===== src/rtl/max7219_if_arbiter_pkg.sv =====
// Shared types and helpers for the MAX7219 serializer arbiter.
// FSM encoding and the round-robin index increment live here so the picker and top agree.
package max7219_arb_pkg;

    localparam int C_MAX_REQ = 8;

    typedef enum logic [1:0] {
        IDLE,
        ISSUE,
        WAIT_DONE,
        HOLD
    } t_arb_state;

    // Increment with an explicit wrap so non-power-of-2 requester counts never skip or overrun.
    function automatic int unsigned wrap_inc(input int unsigned idx, input int unsigned n);
        return (idx + 1 >= n) ? 0 : idx + 1;
    endfunction

endpackage


===== src/rtl/max7219_if_arbiter_if.sv =====
// Requester-side and serializer-side signals of the MAX7219 arbiter.
// The arbiter takes the slave view; requesters and the max7219_if side take the master view.
interface max7219_if_arbiter_if #(
    parameter int G_NB_REQ     = 2,
    parameter int G_DATA_WIDTH = 16
);
    logic [G_NB_REQ-1:0]              i_req_valid;
    logic [G_NB_REQ-1:0]              i_req_en_load;
    logic [G_NB_REQ*G_DATA_WIDTH-1:0] i_req_data;
    logic [G_NB_REQ-1:0]              o_req_ack;
    logic [G_NB_REQ-1:0]              o_req_done;
    logic [G_NB_REQ-1:0]              o_req_grant;
    logic                             o_max7219_if_start;
    logic                             o_max7219_if_en_load;
    logic [G_DATA_WIDTH-1:0]          o_max7219_if_data;
    logic                             i_max7219_if_done;

    modport slave (
        input  i_req_valid, i_req_en_load, i_req_data, i_max7219_if_done,
        output o_req_ack, o_req_done, o_req_grant,
        output o_max7219_if_start, o_max7219_if_en_load, o_max7219_if_data
    );

    modport master (
        output i_req_valid, i_req_en_load, i_req_data, i_max7219_if_done,
        input  o_req_ack, o_req_done, o_req_grant,
        input  o_max7219_if_start, o_max7219_if_en_load, o_max7219_if_data
    );
endinterface


===== src/rtl/max7219_if_arbiter_rr_pick.sv =====
// Combinational round-robin picker: first valid at or after ptr, or only the owner while a burst holds.
module max7219_rr_pick
    import max7219_arb_pkg::*;
#(
    parameter  int G_NB_REQ = 2,
    localparam int IW       = $clog2(G_NB_REQ)
) (
    input  logic [G_NB_REQ-1:0] valid,
    input  logic [IW-1:0]       ptr,
    input  logic                hold_en,
    input  logic [IW-1:0]       owner,
    output logic [G_NB_REQ-1:0] winner,
    output logic [IW-1:0]       winner_idx,
    output logic                any
);
    logic [IW:0] sum;

    always_comb begin
        winner     = '0;
        winner_idx = '0;
        any        = 1'b0;
        sum        = '0;
        if (hold_en) begin
            if (valid[owner]) begin
                winner[owner] = 1'b1;
                winner_idx    = owner;
                any           = 1'b1;
            end
        end else begin
            for (int i = 0; i < G_NB_REQ; i++) begin
                sum = {1'b0, ptr} + (IW + 1)'(i);
                if (sum >= (IW + 1)'(G_NB_REQ)) sum = sum - (IW + 1)'(G_NB_REQ);
                if (!any && valid[sum[IW-1:0]]) begin
                    winner[sum[IW-1:0]] = 1'b1;
                    winner_idx          = sum[IW-1:0];
                    any                 = 1'b1;
                end
            end
        end
    end
endmodule


===== src/rtl/max7219_if_arbiter.sv =====
// Shares one max7219_if serializer between G_NB_REQ frame sources with round-robin
// arbitration, burst locking until an en_load frame, and a watchdog release.
module max7219_if_arbiter
    import max7219_arb_pkg::*;
#(
    parameter  int G_NB_REQ      = 2,
    parameter  int G_DATA_WIDTH  = 16,
    parameter  int G_TIMEOUT_CYC = 4096,
    localparam int IW            = $clog2(G_NB_REQ),
    localparam int WDW           = (G_TIMEOUT_CYC > 1) ? $clog2(G_TIMEOUT_CYC) : 1
) (
    input  logic                  clk,
    input  logic                  rst,
    max7219_if_arbiter_if.slave   bus,
    output logic                  o_busy,
    output logic                  o_timeout
);
    t_arb_state              state_q, state_d;
    logic [IW-1:0]           ptr_q, owner_q;
    logic [G_NB_REQ-1:0]     grant_q, done_q;
    logic [G_DATA_WIDTH-1:0] data_q;
    logic                    en_load_q, timeout_q;
    logic [WDW-1:0]          wd_cnt;

    logic [G_NB_REQ-1:0]     pick;
    logic [IW-1:0]           pick_idx;
    logic                    pick_any;
    logic                    capture, release_own, done_pulse, timeout_d, wd_expire;

    max7219_rr_pick #(.G_NB_REQ(G_NB_REQ)) u_pick (
        .valid      (bus.i_req_valid),
        .ptr        (ptr_q),
        .hold_en    (state_q == HOLD),
        .owner      (owner_q),
        .winner     (pick),
        .winner_idx (pick_idx),
        .any        (pick_any)
    );

    assign wd_expire = (G_TIMEOUT_CYC != 0) && (wd_cnt == WDW'(G_TIMEOUT_CYC - 1));

    // NOTE: every signal gets a default before the case so no path leaves one unassigned (no latches).
    always_comb begin
        state_d     = state_q;
        capture     = 1'b0;
        release_own = 1'b0;
        done_pulse  = 1'b0;
        timeout_d   = 1'b0;
        unique case (state_q)
            IDLE, HOLD: begin
                // In HOLD the picker only offers the owner; done pulses here are stray and dropped.
                if (pick_any) begin
                    state_d = ISSUE;
                    capture = 1'b1;
                end else if (state_q == HOLD && wd_expire) begin
                    state_d     = IDLE;
                    release_own = 1'b1;
                    timeout_d   = 1'b1;
                end
            end
            ISSUE: state_d = WAIT_DONE;
            WAIT_DONE: begin
                if (bus.i_max7219_if_done) begin
                    done_pulse = 1'b1;
                    if (en_load_q) begin
                        state_d     = IDLE;
                        release_own = 1'b1;
                    end else begin
                        state_d = HOLD;
                    end
                end else if (wd_expire) begin
                    state_d     = IDLE;
                    release_own = 1'b1;
                    timeout_d   = 1'b1;
                end
            end
            default: state_d = IDLE;
        endcase
    end

    // NOTE: state uses non-blocking assignments so every register samples pre-edge values.
    always_ff @(posedge clk) begin
        if (rst) begin
            // NOTE: capture registers are reset too because they drive outputs that must read 0 after reset.
            state_q   <= IDLE;
            ptr_q     <= '0;
            owner_q   <= '0;
            grant_q   <= '0;
            done_q    <= '0;
            data_q    <= '0;
            en_load_q <= 1'b0;
            timeout_q <= 1'b0;
            wd_cnt    <= '0;
        end else begin
            state_q   <= state_d;
            done_q    <= done_pulse ? grant_q : '0;
            timeout_q <= timeout_d;
            if (capture) begin
                owner_q   <= pick_idx;
                grant_q   <= pick;
                data_q    <= bus.i_req_data[pick_idx*G_DATA_WIDTH +: G_DATA_WIDTH];
                en_load_q <= bus.i_req_en_load[pick_idx];
            end
            if (release_own) begin
                grant_q <= '0;
                ptr_q   <= IW'(wrap_inc(32'(owner_q), G_NB_REQ));
            end
            // Watchdog restarts on every entry into WAIT_DONE or HOLD.
            if (state_d != state_q || !(state_q inside {WAIT_DONE, HOLD})) wd_cnt <= '0;
            else                                                          wd_cnt <= wd_cnt + 1'b1;
        end
    end

    assign bus.o_max7219_if_start   = (state_q == ISSUE);
    assign bus.o_req_ack            = (state_q == ISSUE) ? grant_q : '0;
    assign bus.o_req_done           = done_q;
    assign bus.o_req_grant          = grant_q;
    assign bus.o_max7219_if_data    = data_q;
    assign bus.o_max7219_if_en_load = en_load_q;
    assign o_busy                   = (state_q != IDLE);
    assign o_timeout                = timeout_q;
endmodule

===== src/flat_wrapper.sv =====
// flat-port wrapper written by rule: the top's interface ports become plain ports
module max7219_if_arbiter_flat import max7219_arb_pkg::*;
#(
    parameter  int G_NB_REQ      = 2,
    parameter  int G_DATA_WIDTH  = 16,
    parameter  int G_TIMEOUT_CYC = 4096,
    localparam int IW            = $clog2(G_NB_REQ),
    localparam int WDW           = (G_TIMEOUT_CYC > 1) ? $clog2(G_TIMEOUT_CYC) : 1
)
  (clk, rst, o_busy, o_timeout, bus_i_req_valid, bus_i_req_en_load, bus_i_req_data, bus_i_max7219_if_done, bus_o_req_ack, bus_o_req_done, bus_o_req_grant, bus_o_max7219_if_start, bus_o_max7219_if_en_load, bus_o_max7219_if_data);
  max7219_if_arbiter_if #(.G_NB_REQ(G_NB_REQ), .G_DATA_WIDTH(G_DATA_WIDTH)) bus_i ();
  input  logic clk;
  input  logic rst;
  output logic o_busy;
  output logic o_timeout;
  input wire logic [$bits(bus_i.i_req_valid)-1:0] bus_i_req_valid;
  input wire logic [$bits(bus_i.i_req_en_load)-1:0] bus_i_req_en_load;
  input wire logic [$bits(bus_i.i_req_data)-1:0] bus_i_req_data;
  input wire logic [$bits(bus_i.i_max7219_if_done)-1:0] bus_i_max7219_if_done;
  output wire logic [$bits(bus_i.o_req_ack)-1:0] bus_o_req_ack;
  output wire logic [$bits(bus_i.o_req_done)-1:0] bus_o_req_done;
  output wire logic [$bits(bus_i.o_req_grant)-1:0] bus_o_req_grant;
  output wire logic [$bits(bus_i.o_max7219_if_start)-1:0] bus_o_max7219_if_start;
  output wire logic [$bits(bus_i.o_max7219_if_en_load)-1:0] bus_o_max7219_if_en_load;
  output wire logic [$bits(bus_i.o_max7219_if_data)-1:0] bus_o_max7219_if_data;
  assign bus_i.i_req_valid = bus_i_req_valid;
  assign bus_i.i_req_en_load = bus_i_req_en_load;
  assign bus_i.i_req_data = bus_i_req_data;
  assign bus_i.i_max7219_if_done = bus_i_max7219_if_done;
  assign bus_o_req_ack = bus_i.o_req_ack;
  assign bus_o_req_done = bus_i.o_req_done;
  assign bus_o_req_grant = bus_i.o_req_grant;
  assign bus_o_max7219_if_start = bus_i.o_max7219_if_start;
  assign bus_o_max7219_if_en_load = bus_i.o_max7219_if_en_load;
  assign bus_o_max7219_if_data = bus_i.o_max7219_if_data;
  max7219_if_arbiter #(.G_NB_REQ(G_NB_REQ), .G_DATA_WIDTH(G_DATA_WIDTH), .G_TIMEOUT_CYC(G_TIMEOUT_CYC)) u_core (.clk(clk), .rst(rst), .bus(bus_i), .o_busy(o_busy), .o_timeout(o_timeout));
endmodule

===== config.mk =====
export PLATFORM = sky130hd
export DESIGN_NAME = max7219_if_arbiter_flat
export DESIGN_NICKNAME = d
export VERILOG_FILES = /design/src/rtl/max7219_if_arbiter_pkg.sv /design/src/rtl/max7219_if_arbiter_if.sv /design/src/rtl/max7219_if_arbiter_rr_pick.sv /design/src/rtl/max7219_if_arbiter.sv /design/src/flat_wrapper.sv
export SDC_FILE = /design/constraint.sdc
export NUM_CORES = 1
export LEC_CHECK = 0
export CAP_MARGIN = 20
export CORE_AREA = 3 3 64 96
export CTS_BUF_LIST = sky130_fd_sc_hd__clkbuf_4
export CTS_CLUSTER_DIAMETER = 150
export DETAILED_ROUTE_END_ITERATION = 8
export DIE_AREA = 0 0 67 99
export PLACE_DENSITY = 0.81
export SLEW_MARGIN = 20
export SYNTH_ARGS = -nofsm -noshare
export SYNTH_HDL_FRONTEND = slang
export SYNTH_SLANG_ARGS = --single-unit

===== constraint.sdc =====
create_clock -name clk -period 1.87 [get_ports clk]
set_input_delay 0.561 -clock clk [delete_from_list [all_inputs] [get_ports clk]]
set_output_delay 0.561 -clock clk [all_outputs]
set_load 0.05 [all_outputs]

==> After elaboration in Yosys (flattened, before gate mapping) <==
Cells that the tools add are included.
Widths: inputs -> output; s select.
{ "word_totals": {"reg_bits": 38, "latchBits": 0, "ramBits": 0, "mem_bits_ro": 0, "input_bits": 39, "wordCells": 99, "n_memories": 0} }
{ "classes": {"addsub": 5, "mul": 0, "div_mod_pow": 0, "n_lt_le_gt_ge": 10, "n_eq_ne": 5, "shift": 1, "muxes": 52, "n_bitwise": 2, "reduce_logical": 15} }
{ "ops": {"columns": ["operator", "n"], "rows": [
  ["$mux 1", 35],
  ["$shiftx 32x6->16", 1],
  ["$mux 2", 11],
  ["$add 12x1->12 const B", 1],
  ["$eq 12x12->1 const B", 1],
  ["$lt 1x2->1 const B", 4],
  ["$reduce_or 2->1", 4],
  ["$pmux 2 s3", 1],
  ["$logic_and 1x1->1", 5],
  ["$add 1x1->2 const B", 2],
  ["$eq 2x2->1 const B", 2],
  ["$ge 2x2->1 const B", 2],
  ["$pmux 1 s2", 2],
  ["$reduce_bool 2->1", 2],
  ["$demux 1 s1", 3],
  ["$ge 1x1->1 const B", 3],
  ["$eq 2x1->1 const B", 1],
  ["$ge 1x2->1 const B", 1],
  ["$logic_not 1->1", 2],
  ["$logic_not 2->1", 1],
  ["$ne 2x2->1", 1],
  ["$or 2x2->2", 1],
  ["$sub 1x1->1 const B", 2],
  ["$logic_or 1x1->1", 1],
  ["$not 1->1", 1]
]} }

==> Longest topological paths before layout <==
{ "logic_depth": {"depth_word": 16, "ltp_mapped": 8} }

==> Hierarchy <==
Synthesis repeated with hierarchy kept, for this count alone.
{ "hier_totals": {"cells_unflattened": 210, "hier_area_um2": 1890.6} }
{ "modules_own_cells": {"columns": ["mod", "n_inst", "cells_each", "area_per_inst_um2"], "rows": [
  ["max7219_if_arbiter", 1, 199, 1838.0],
  ["max7219_rr_pick", 1, 11, 52.6]
]} }

==> Least setup slack after synthesis <==
No wires, ideal clock.
{ "synth_timing": {"path_type": "flip-flop to output port", "from": "register u_core.state_q[1]", "to": "output port bus_o_req_ack[0]", "arrival_ps": 1538, "slack_ps": -229, "path_stages_with_launch": 4, "path_buffers": 0, "path_cell_list": "dfxtp_1 inv_1 ha_1 and2_1"} }
{ "synth_via": {"elab_chain_cells": 2} }
{ "synth_lines": {"columns": ["element", "line_no", "text"], "rows": [
  ["start, declared", "max7219_if_arbiter.sv:18", "t_arb_state state_q, state_d;"],
  ["start signal, assigned", "max7219_if_arbiter.sv:95", "state_q <= state_d;"],
  ["$eq 2x1->1", null, null],
  ["named net bus_o_max7219_if_start", "flat_wrapper.sv:23", "output wire logic [$bits(bus_i.o_max7219_if_start)-1:0] bus_o_max7219_if_start;"],
  ["$mux 2", "max7219_if_arbiter.sv:115", "assign bus.o_req_ack = (state_q == ISSUE) ? grant_q : '0;"],
  ["end, declared", "flat_wrapper.sv:20", "output wire logic [$bits(bus_i.o_req_ack)-1:0] bus_o_req_ack;"]
]} }
The timed path passes the listed nets, and every way through them passes these cells.

==> Worst setup path after layout <==
{ "layout_timing": {"from": "register u_core.state_q[1]", "to": "output port bus_o_req_ack[0]"} }
{ "layout_via": {"elab_chain_cells": 2} }
{ "layout_lines": {"columns": ["element", "line_no"], "rows": [
  ["$eq 2x1->1", "max7219_if_arbiter.sv:115"],
  ["$mux 2", "max7219_if_arbiter.sv:115"]
]} }
Every way passes these cells.

==> results.cfg <==
[clocking]
insertion_delay_ns = 0.35
cts-root-buf = clkbuf_4
cts.sinks = 38
path_clk_slew_ns = 0.12
cts_tree = done
cts.path.max_buffers = 2
cts_buffers = 5
holdBufCountCts = 0
h-tree-depth = 2

[yosys]
ys_seq_elements = 38
synthFlopType = dfxtp_1
synth_seq_area_share_pct = 35.8
syn_area_um2 = 2120
netlist.area_leader.share_pct = 35.8
yosysTopAreaCell = dfxtp_1
synthArstFlopShare_pct = 0
ys_types = 49
synth.area.top_cells = dfxtp_1 36%, mux2i_1 8.5%, a211oi_2 8.3%
synth_nets = 265
syn-instance-count = 221
syn_area_per_cell_um2 = 9.60
synth-edff-count = 0
synth_warnings = 0

[place]
place_congestion = 0.886
port_buffers = 64
post_dp_cell_area_um2 = 3010
dp_hpwl_mm = 4.35
pre_cts_ws_ns = -0.437

[final_layout]
nets = 366
areaGrowthSynthToFinish_pct = 67.6
fin_util_pct = 65.2
register_area_um2 = 767
drive_above_1_share_pct = 42.1
multi_input_area_um2 = 1480
filler_cell_count = 418
design_area_um2 = 3560
n_antenna_cell = 0

[sta]
slew_viol_final = 0
period_minus_slack_ns = 1.92
clock_skew_ns = 0.00365
fin_hold_ws_ns = 0.506
rsz0062_at_grt = yes
hold_viol = 0
finalSetupViolations = 10
worst_slew_pin_slew_ns = 0.364
maxSlewHeadroom_pct = 75.7
fin_crit_sh_pct = 103
setup_ws_ns = -0.0547
fmax_ghz = 0.520

[grt]
globalRoute.totalOverflow = 0
grt_max_degree = 37
antenna_found_initial = 0
grt_pass1_wl_mm = 9.30
track_usage_pct = 18.0
first_global_vias = 2029

[floorplanning]
design.die.area_um2 = 6630
num_io_pins = 65
core_area_um2 = 5450
die_h_um = 99
start_util_pct = 38.9
die_w_um = 67
num_rows = 33

[route]
firstDrtPassIters = 4
drc = 0
viasPerCell = 5.49
vias = 2156
first_iter_violations = 97
ant_nets = 0
post_drt_wl_per_cell_um = 17.8
wl_mm = 6.98

[setup_path]
crit_type = flop to primary output
cp_max_fo = 4
arrival_ns = 1.36
crit_path_end_kind = primary output
reg2reg_slack_ns = -0.04
crit_path_start_kind = flop
cp.required_ns = 1.31

[outcome]
violations = negative setup slack
status = finished with violations

[power]
p_leak_uw = 0.00140
ir_drop_uv = 530
p_total_uw = 4210
p_per_area_nw_per_um2 = 1180

[min_path]
hp-class = flop to flop

[run]
cap_violations = 0
routing by layer:
metal	GRT usage (%)	routed length (µm)
met5	0	0
met1	18.1	2310
met3	5.02	587
met4	8.13	206
met2	33.0	3870
critical path, stage by stage (launching register included):
cell     delay (ns)
dfxtp_2        0.38
inv_2          0.07
buf_6          0.12
ha_4           0.17
and2_4         0.14
buf_12         0.14
cell usage in the layout, fill, tap and decap left out, drive strengths merged, types with 2 or more instances in the layout:
cell and n:
o22ai 4, and4 2, nand2b 2, xnor2 4, bufinv 2, nor3 6, and2 3, a221oi 2
nand4b 2, o31a 3, mux2i 18, dfxtp 38, clkbuf 6, o21a 2, nand2 4, mux2 2
nor2 23, nor4 14, xor2 2, nand4 7, buf 71, nand3 8, clkdlybuf4s50 36, a31oi 3
a211oi 18, o21ai 4, o211ai 2, inv 12, o22a 2, a311oi 2, ha 5
layout make-up:
class	count	share of cell area (%)
inverters	12	1.27
flip-flops and latches	38	21.6
clock buffers	5	1.06
multi-input cells	155	41.7
well taps	70	2.46
clock inverters	3	1.94
repair buffers	110	30.0
registers in the layout, indices dropped and copies added (netlist names):
register                         flops
u_core.bus.o_max7219_if_data        16
u_core.wd_cnt                       12
u_core.bus.o_req_done                2
u_core.bus.o_req_grant               2
u_core.state_q                       2
u_core.bus.o_max7219_if_en_load      1
u_core.o_timeout                     1
u_core.owner_q                       1
u_core.ptr_q                         1
power breakdown:
group          internal, µW  switching, µW  total [µW]
clock network           418            295         713
registers               949           98.0        1050
logic                  1050           1400        2450
total                  2420           1790        4210
Yosys cell counts (all sizes together) (2+ instances only):
| library cell | instances |
|---|---|
| mux2i | 18 |
| o21a | 2 |
| and2 | 3 |
| nor2 | 23 |
| dfxtp | 38 |
| xnor2 | 4 |
| o21ai | 4 |
| clkbuf | 4 |
| o31a | 3 |
| a221oi | 2 |
| o22ai | 4 |
| mux2 | 2 |
| nor4 | 14 |
| nand2 | 4 |
| o211ai | 2 |
| nand3 | 8 |
| inv | 12 |
| a211oi | 18 |
| buf | 12 |
| nor3 | 6 |
| a31oi | 3 |
| a311oi | 2 |
| ha | 5 |
| o22a | 2 |
| and4 | 2 |
| nand4b | 2 |
| nand4 | 7 |
| xor2 | 2 |
| nand2b | 2 |
logic make-up (layout without fill, tap and decap cells):
| family | count (synthesis) | in the layout | synth area share [%] |
|---|---|---|---|
| xor+xnor | 6 | 6 | 2.48 |
| fa+ha+maj | 5 | 5 | 2.95 |
| flops | 38 | 38 | 35.8 |
| simple gates | 76 | 76 | 19.2 |
| mux | 20 | 20 | 9.55 |
| buf+inv | 28 | 130 | 7.96 |
| compound gates | 48 | 48 | 22.0 |
final timing paths:
kind                                        start                         endpoint  depth (start not counted)
hold reg to reg   u_core.bus.o_max7219_if_data[1]  u_core.bus.o_max7219_if_data[1]                          2
setup reg to reg                u_core.state_q[1]                 u_core.wd_cnt[8]                          7
hold / removal    u_core.bus.o_max7219_if_data[1]  u_core.bus.o_max7219_if_data[1]                          2
setup / recovery                u_core.state_q[1]                 bus_o_req_ack[0]                          5
through the flow:
step | cells | TNS, ns
floorplan | 221 | -0.00684
global placement | 373 | -11.07
detailed placement | 373 | -13.02
CTS | 385 | -0.106
global route | 393 | -1.15
finish | 393 | -0.290
timing repair:
item | 4_1_cts | 5_1_grt
buffers inserted | 3 | 5
endpoints found under the setup margin | 18 | 20
resized for setup | 22 | 51
pin swaps | 4 | 19
cloned | 1 | 3
endpoints found under the hold margin | 0 | 0
Note: power is estimated with default switching activity, not from simulation.
